[src/rtl/key_event_if.sv]
// Event stream from key_event_queue to the host-interface logic.
// Handshake: an event transfers on a rising edge where event_valid_o and event_ready_i are both 1.
interface key_event_if #(
  parameter int DEPTH = 8
);
  logic                     event_valid_o;
  logic                     event_ready_i;
  logic [7:0]               event_code_o;
  logic [$clog2(DEPTH):0]   level_o;

  modport master (
    output event_valid_o,
    output event_code_o,
    output level_o,
    input  event_ready_i
  );

  modport slave (
    input  event_valid_o,
    input  event_code_o,
    input  level_o,
    output event_ready_i
  );
endinterface

[src/rtl/key_event_queue.sv]
// Round-robin key scanner feeding a small event FIFO (press/release codes).
// Optional KEYQ_ANY_PRESSED_EN adds any_pressed_o, a registered "some key held" flag.
module key_event_queue #(
  parameter int KEYS  = 61,
  parameter int DEPTH = 8
) (
  input  logic              clk_i,
  input  logic              rst_n_i,
  input  logic [KEYS-1:0]   keys_i,
`ifdef KEYQ_ANY_PRESSED_EN
  output logic              any_pressed_o,
`endif
  key_event_if.master       evt
);

  localparam int IDX_W = (KEYS > 1) ? $clog2(KEYS) : 1;
  localparam int PTR_W = $clog2(DEPTH);
  localparam int CNT_W = PTR_W + 1;

  logic [KEYS-1:0]  snap_q;
  logic [IDX_W-1:0] idx_q;
  logic [IDX_W-1:0] idx_next;
  logic [7:0]       mem_q [DEPTH];
  logic [PTR_W-1:0] rd_ptr_q;
  logic [PTR_W-1:0] wr_ptr_q;
  logic [CNT_W-1:0] count_q;
  logic [7:0]       head_q;

  logic             cur_key;
  logic             diff;
  logic             full;
  logic             push;
  logic             pop;
  logic [6:0]       idx_code;
  logic [7:0]       push_data;

  assign cur_key   = keys_i[idx_q];
  assign diff      = cur_key ^ snap_q[idx_q];
  assign full      = (count_q == CNT_W'(DEPTH));
  assign push      = diff && !full;
  assign pop       = evt.event_valid_o && evt.event_ready_i;
  assign idx_code  = 7'(idx_q);
  assign push_data = {~cur_key, idx_code};

  always_comb begin
    idx_next = idx_q;
    if (!diff || push) begin
      if (idx_q == IDX_W'(KEYS - 1)) idx_next = '0;
      else                           idx_next = idx_q + 1'b1;
    end
  end

  always_ff @(posedge clk_i) begin
    if (!rst_n_i) begin
      snap_q <= '1;
      idx_q  <= '0;
    end else begin
      idx_q <= idx_next;
      if (push) snap_q[idx_q] <= cur_key;
    end
  end

  always_ff @(posedge clk_i) begin
    if (push) mem_q[wr_ptr_q] <= push_data;
  end

  // head_q is the registered FIFO head; when the only entry is popped while a
  // new one is pushed, the new entry is not in memory yet, so bypass it.
  always_ff @(posedge clk_i) begin
    if (!rst_n_i) begin
      rd_ptr_q <= '0;
      wr_ptr_q <= '0;
      count_q  <= '0;
      head_q   <= 8'h00;
    end else begin
      if (push) wr_ptr_q <= wr_ptr_q + 1'b1;
      if (pop)  rd_ptr_q <= rd_ptr_q + 1'b1;
      case ({push, pop})
        2'b10:   count_q <= count_q + 1'b1;
        2'b01:   count_q <= count_q - 1'b1;
        default: count_q <= count_q;
      endcase
      if (pop) begin
        if (count_q > CNT_W'(1)) head_q <= mem_q[PTR_W'(rd_ptr_q + 1'b1)];
        else if (push)           head_q <= push_data;
      end else if (push && (count_q == '0)) begin
        head_q <= push_data;
      end
    end
  end

  assign evt.event_valid_o = (count_q != '0);
  assign evt.event_code_o  = head_q;
  assign evt.level_o       = count_q;

`ifdef KEYQ_ANY_PRESSED_EN
  always_ff @(posedge clk_i) begin
    if (!rst_n_i) any_pressed_o <= 1'b0;
    else          any_pressed_o <= ~&snap_q;
  end
`endif

endmodule
[src/flat_wrapper.sv]
// flat-port wrapper written by rule: the top's interface ports become plain ports
module key_event_queue_flat 
#(
  parameter int KEYS  = 61,
  parameter int DEPTH = 8
)
  (clk_i, rst_n_i, keys_i, evt_event_valid_o, evt_event_code_o, evt_level_o, evt_event_ready_i);
  key_event_if #(.DEPTH(DEPTH)) evt_i ();
  input  logic clk_i;
  input  logic rst_n_i;
  input  logic [KEYS-1:0] keys_i;
  output wire logic [$bits(evt_i.event_valid_o)-1:0] evt_event_valid_o;
  output wire logic [$bits(evt_i.event_code_o)-1:0] evt_event_code_o;
  output wire logic [$bits(evt_i.level_o)-1:0] evt_level_o;
  input wire logic [$bits(evt_i.event_ready_i)-1:0] evt_event_ready_i;
  assign evt_event_valid_o = evt_i.event_valid_o;
  assign evt_event_code_o = evt_i.event_code_o;
  assign evt_level_o = evt_i.level_o;
  assign evt_i.event_ready_i = evt_event_ready_i;
  key_event_queue #(.KEYS(KEYS), .DEPTH(DEPTH)) u_core (.clk_i(clk_i), .rst_n_i(rst_n_i), .keys_i(keys_i), .evt(evt_i));
endmodule
[config.mk]
export PLATFORM = sky130hd
export DESIGN_NAME = key_event_queue_flat
export DESIGN_NICKNAME = d
export VERILOG_FILES = /design/src/rtl/key_event_if.sv /design/src/rtl/key_event_queue.sv /design/src/flat_wrapper.sv
export SDC_FILE = /design/constraint.sdc
export NUM_CORES = 1
export LEC_CHECK = 0
export ABC_AREA = 0
export CAP_MARGIN = 20
export CORE_MARGIN = 2
export CORE_UTILIZATION = 38
export CTS_BUF_LIST = sky130_fd_sc_hd__clkbuf_4 sky130_fd_sc_hd__clkbuf_8
export DETAILED_ROUTE_END_ITERATION = 6
export GPL_TIMING_DRIVEN = 0
export PLACE_DENSITY = 0.64
export SLEW_MARGIN = 10
export SYNTH_ARGS = -nofsm -noshare
export SYNTH_HDL_FRONTEND = slang
export SYNTH_SLANG_ARGS = --single-unit
[constraint.sdc]
create_clock -name clk_i -period 10.35 [get_ports clk_i]
set_clock_uncertainty 0.05 [all_clocks]
set_input_delay 2.07 -clock clk_i [delete_from_list [all_inputs] [get_ports clk_i]]
set_output_delay 2.07 -clock clk_i [all_outputs]
set_load 0.02 [all_outputs]
==> impl_metrics.json <==
{
  "setup_viol": 0,
  "synth-compound-area-share_pct": 19.94,
  "dp_cells": 1031,
  "slowest_stage": "nor4b_2",
  "fin_crit_sh_pct": 55.82,
  "drt_iter0_markers": 792,
  "path_clk_slew_ps": 90,
  "relSlewSlack_pct": 31.33,
  "fin_setup_tns_ps": 0,
  "holdPathEnd": "u_core.evt.event_code_o[4]$_SDFFE_PN0P_",
  "period_minus_slack_ps": 5777,
  "cts_resized": 0,
  "chipHeight_um": 142.5,
  "die_width_um": 142.5,
  "cp-end-kind": "register",
  "hold_buffers": 0,
  "grt_pass1_wl_mm": 35.18,
  "fmaxAchievable_mhz": 173.1,
  "start_kind": "input port",
  "die_area_um2": 20310,
  "cap_viol_max_count": 0,
  "yosys.area.top_type": "dfxtp_1",
  "post-cts-setup-buffers": 0,
  "numCtsBuffers": 17,
  "clock_sinks": 140,
  "clock-root-buffer": "clkbuf_8",
  "required_ps": 10380,
  "outcome": "finished clean",
  "cts_tree": "done",
  "synthAdderAreaFrac_pct": 1.201,
  "regArea_um2": 3363,
  "worstMarginPinSlew_ps": 1027,
  "hold_depth": 2,
  "r2r_end": "u_core.mem_q[5][0]$_DFFE_PP_",
  "power_density_nw_per_um2": 255.1,
  "io_buffers": 75,
  "yosysTopAreaCellShare_pct": 23.06,
  "syn_area_um2": 7292,
  "netlist_top_cells_count": "84 x dfxtp_1, 80 x nor2_1, 59 x a31oi_1",
  "grt_max_degree": 17,
  "drive_gt1_share_pct": 10.58,
  "antenna_found_initial": 0,
  "rsz0062_at_grt": "no",
  "n_fill_cell": 1779,
  "power_leakage_uw": 0.002945,
  "yosys_warnings": 0,
  "hold_viol": 0,
  "vias": 6505,
  "arrival_ps": 5810,
  "syn_area_per_cell_um2": 10.13,
  "grt_use_total_pct": 22.65,
  "r2r_start": "u_core.idx_q[1]$_SDFFE_PN0P_",
  "hp-class": "reg -> reg",
  "overflow": 0,
  "slowest_delay_ps": 890,
  "ys_ff_latch": 140,
  "gp_congestion": 0.8815,
  "drv_slew": 0,
  "clk_latency_ps": 460,
  "syn_inst": 720,
  "peakVddDrop_mv": 0.1304,
  "instances_no_fill": 1066,
  "first_global_vias": 6057,
  "antenna_left": 0,
  "io-pin-count": 77,
  "worstPathMaxFanout": 12,
  "crit_chain": "clkdlybuf4s50_1 -> mux4_2 -> a21oi_1 -> o22ai_1 -> nor4_4 -> xor2_2 -> buf_2 -> nand2_1 -> nor4b_2",
  "num_antenna_cells": 0,
  "muxShareOfSynthArea_pct": 12.66,
  "critPathKind": "in -> reg",
  "startpoint": "keys_i[56]",
  "routedWlPerCell_um": 21.74,
  "routed_wl_mm": 23.17,
  "synth_top_family_by_area": "compound AO/OA/AOI/OAI gates",
  "synth-xor-area-share_pct": 0.8236,
  "synth_fp_nets": 791,
  "drt_first_pass_iters": 6,
  "synth_most_common_cell": "dfxtp_1",
  "hold_start": "u_core.evt.event_code_o[4]$_SDFFE_PN0P_",
  "synth_area_leaders": "dfxtp_1 23%, edfxtp_1 23%, mux2i_1 7.4%",
  "htree_num_levels": 4,
  "hpwlAfterDp_mm": 16.31,
  "start_util_pct": 38.85,
  "rows": 50,
  "cts_buffer_depth": 2,
  "synth_edf_count": 56,
  "reg2reg_depth": 10,
  "drc": 0,
  "core_um2": 18770,
  "via_per_inst": 6.102,
  "areaGrowthSynthToFinish_pct": 20.64,
  "multi_input_area_um2": 3557,
  "ys_async_sr_fraction_pct": 0,
  "synth_flop_cell": "dfxtp_1",
  "fin_nets": 890,
  "ys_seq_area_share_pct": 46.12,
  "netlist-cell-type-count": 62,
  "r2r_slack_ps": 5230,
  "yosys.area_share.simple_pct": 14.10
}
-- layout make-up --
class                      count  area share [%]
tap                          234           3.328
inverter                      13          0.5547
timing repair buffer          80           8.847
clock inverter                15           2.276
buffer                        74           3.669
multi-input combinational    493           40.44
sequential                   140           38.23
clock buffer                  17           2.660
-- kinds of logic (layout without fill, tap and decap cells) --
| kind of cell | Yosys count | count (layout) |
|---|---|---|
| xor gates and xnor gates | 6 | 6 |
| muxes | 71 | 71 |
| and+or+nand+nor | 207 | 207 |
| buffers and inverters | 87 | 199 |
| DFF | 140 | 140 |
| AOI/OAI and AO/OA | 201 | 201 |
| adders and majority gates | 7 | 7 |
| other | 1 | 1 |
-- layout by cell type (no fill, tap or decap), types with 10 or more instances in the layout --
cell	instances
a311oi_1	39
mux4_2	17
clkbuf_1	49
mux2i_1	54
o22ai_1	10
clkdlybuf4s50_1	75
clkbuf_8	17
a21oi_1	15
nor2_1	80
inv_1	13
buf_2	21
nand2b_1	15
dfxtp_1	84
edfxtp_1	56
a31oi_1	59
a221oi_1	16
o21ai_0	17
nand2_1	45
nand4_1	12
-- worst max-delay path, delay by kind of cell --
family | cells | cell delay, ps
simple gates | 3 | 1870
buf+inv | 2 | 730
mux | 1 | 460
xor+xnor | 1 | 400
compound gates | 2 | 280
-- metrics by stage --
step                      hold WS, ps  total power (uW)  cell area [um^2]  util (%)  setup WS, ps
after global placement          396.5              1731              8335     44.41          4007
final                           407.7              2245              8797     46.87          4573
after CTS                       411.9              2227              8782     46.79          4540
after floorplan                 390.0              1378              7292         -          5298
after global routing            431.1              2354              8797     46.87          4363
after detailed placement        400.6              1740              8348     44.48          4070
-- how the worst max path moves through the flow --
stage | endpoint | slack (ps) | cells after the start
global placement | u_core.mem_q[3][5]$_DFFE_PP_ | 4010 | 9
floorplan | u_core.mem_q[2][0]$_DFFE_PP_ | 5300 | 8
detailed placement | u_core.mem_q[4][4]$_DFFE_PP_ | 4070 | 9
global route | u_core.mem_q[5][1]$_DFFE_PP_ | 4360 | 9
finish | u_core.mem_q[5][0]$_DFFE_PP_ | 4570 | 9
CTS | u_core.mem_q[4][0]$_DFFE_PP_ | 4540 | 9
-- state kept, by name (all words and copies together), names as in the netlist --
name and flops:
u_core.idx_q 6, u_core.wr_ptr_q 3, u_core.rd_ptr_q 3, u_core.mem_q 56
u_core.snap_q 61, u_core.evt.level_o 4, u_core.evt.event_code_o 7
-- where the power goes --
group          leakage (uW)  switching [uW]  internal (uW)
Clock              0.000225             244            248
Sequential          0.00123            42.3            651
Combinational       0.00149             708            351
-- metal layers --
layer | global-route usage, % | vias to the layer above | routed length, um | part of all wire (%)
met4 | 9.276 | 0 | 723 | 3.1
met1 | 32.37 | 3135 | 10200 | 44
li1 | - | 2991 | - | -
met2 | 33.70 | 313 | 10430 | 45
met3 | 4.273 | 66 | 1819 | 7.9
met5 | 0 | - | 0 | 0
(Power assumes the default switching activity.)
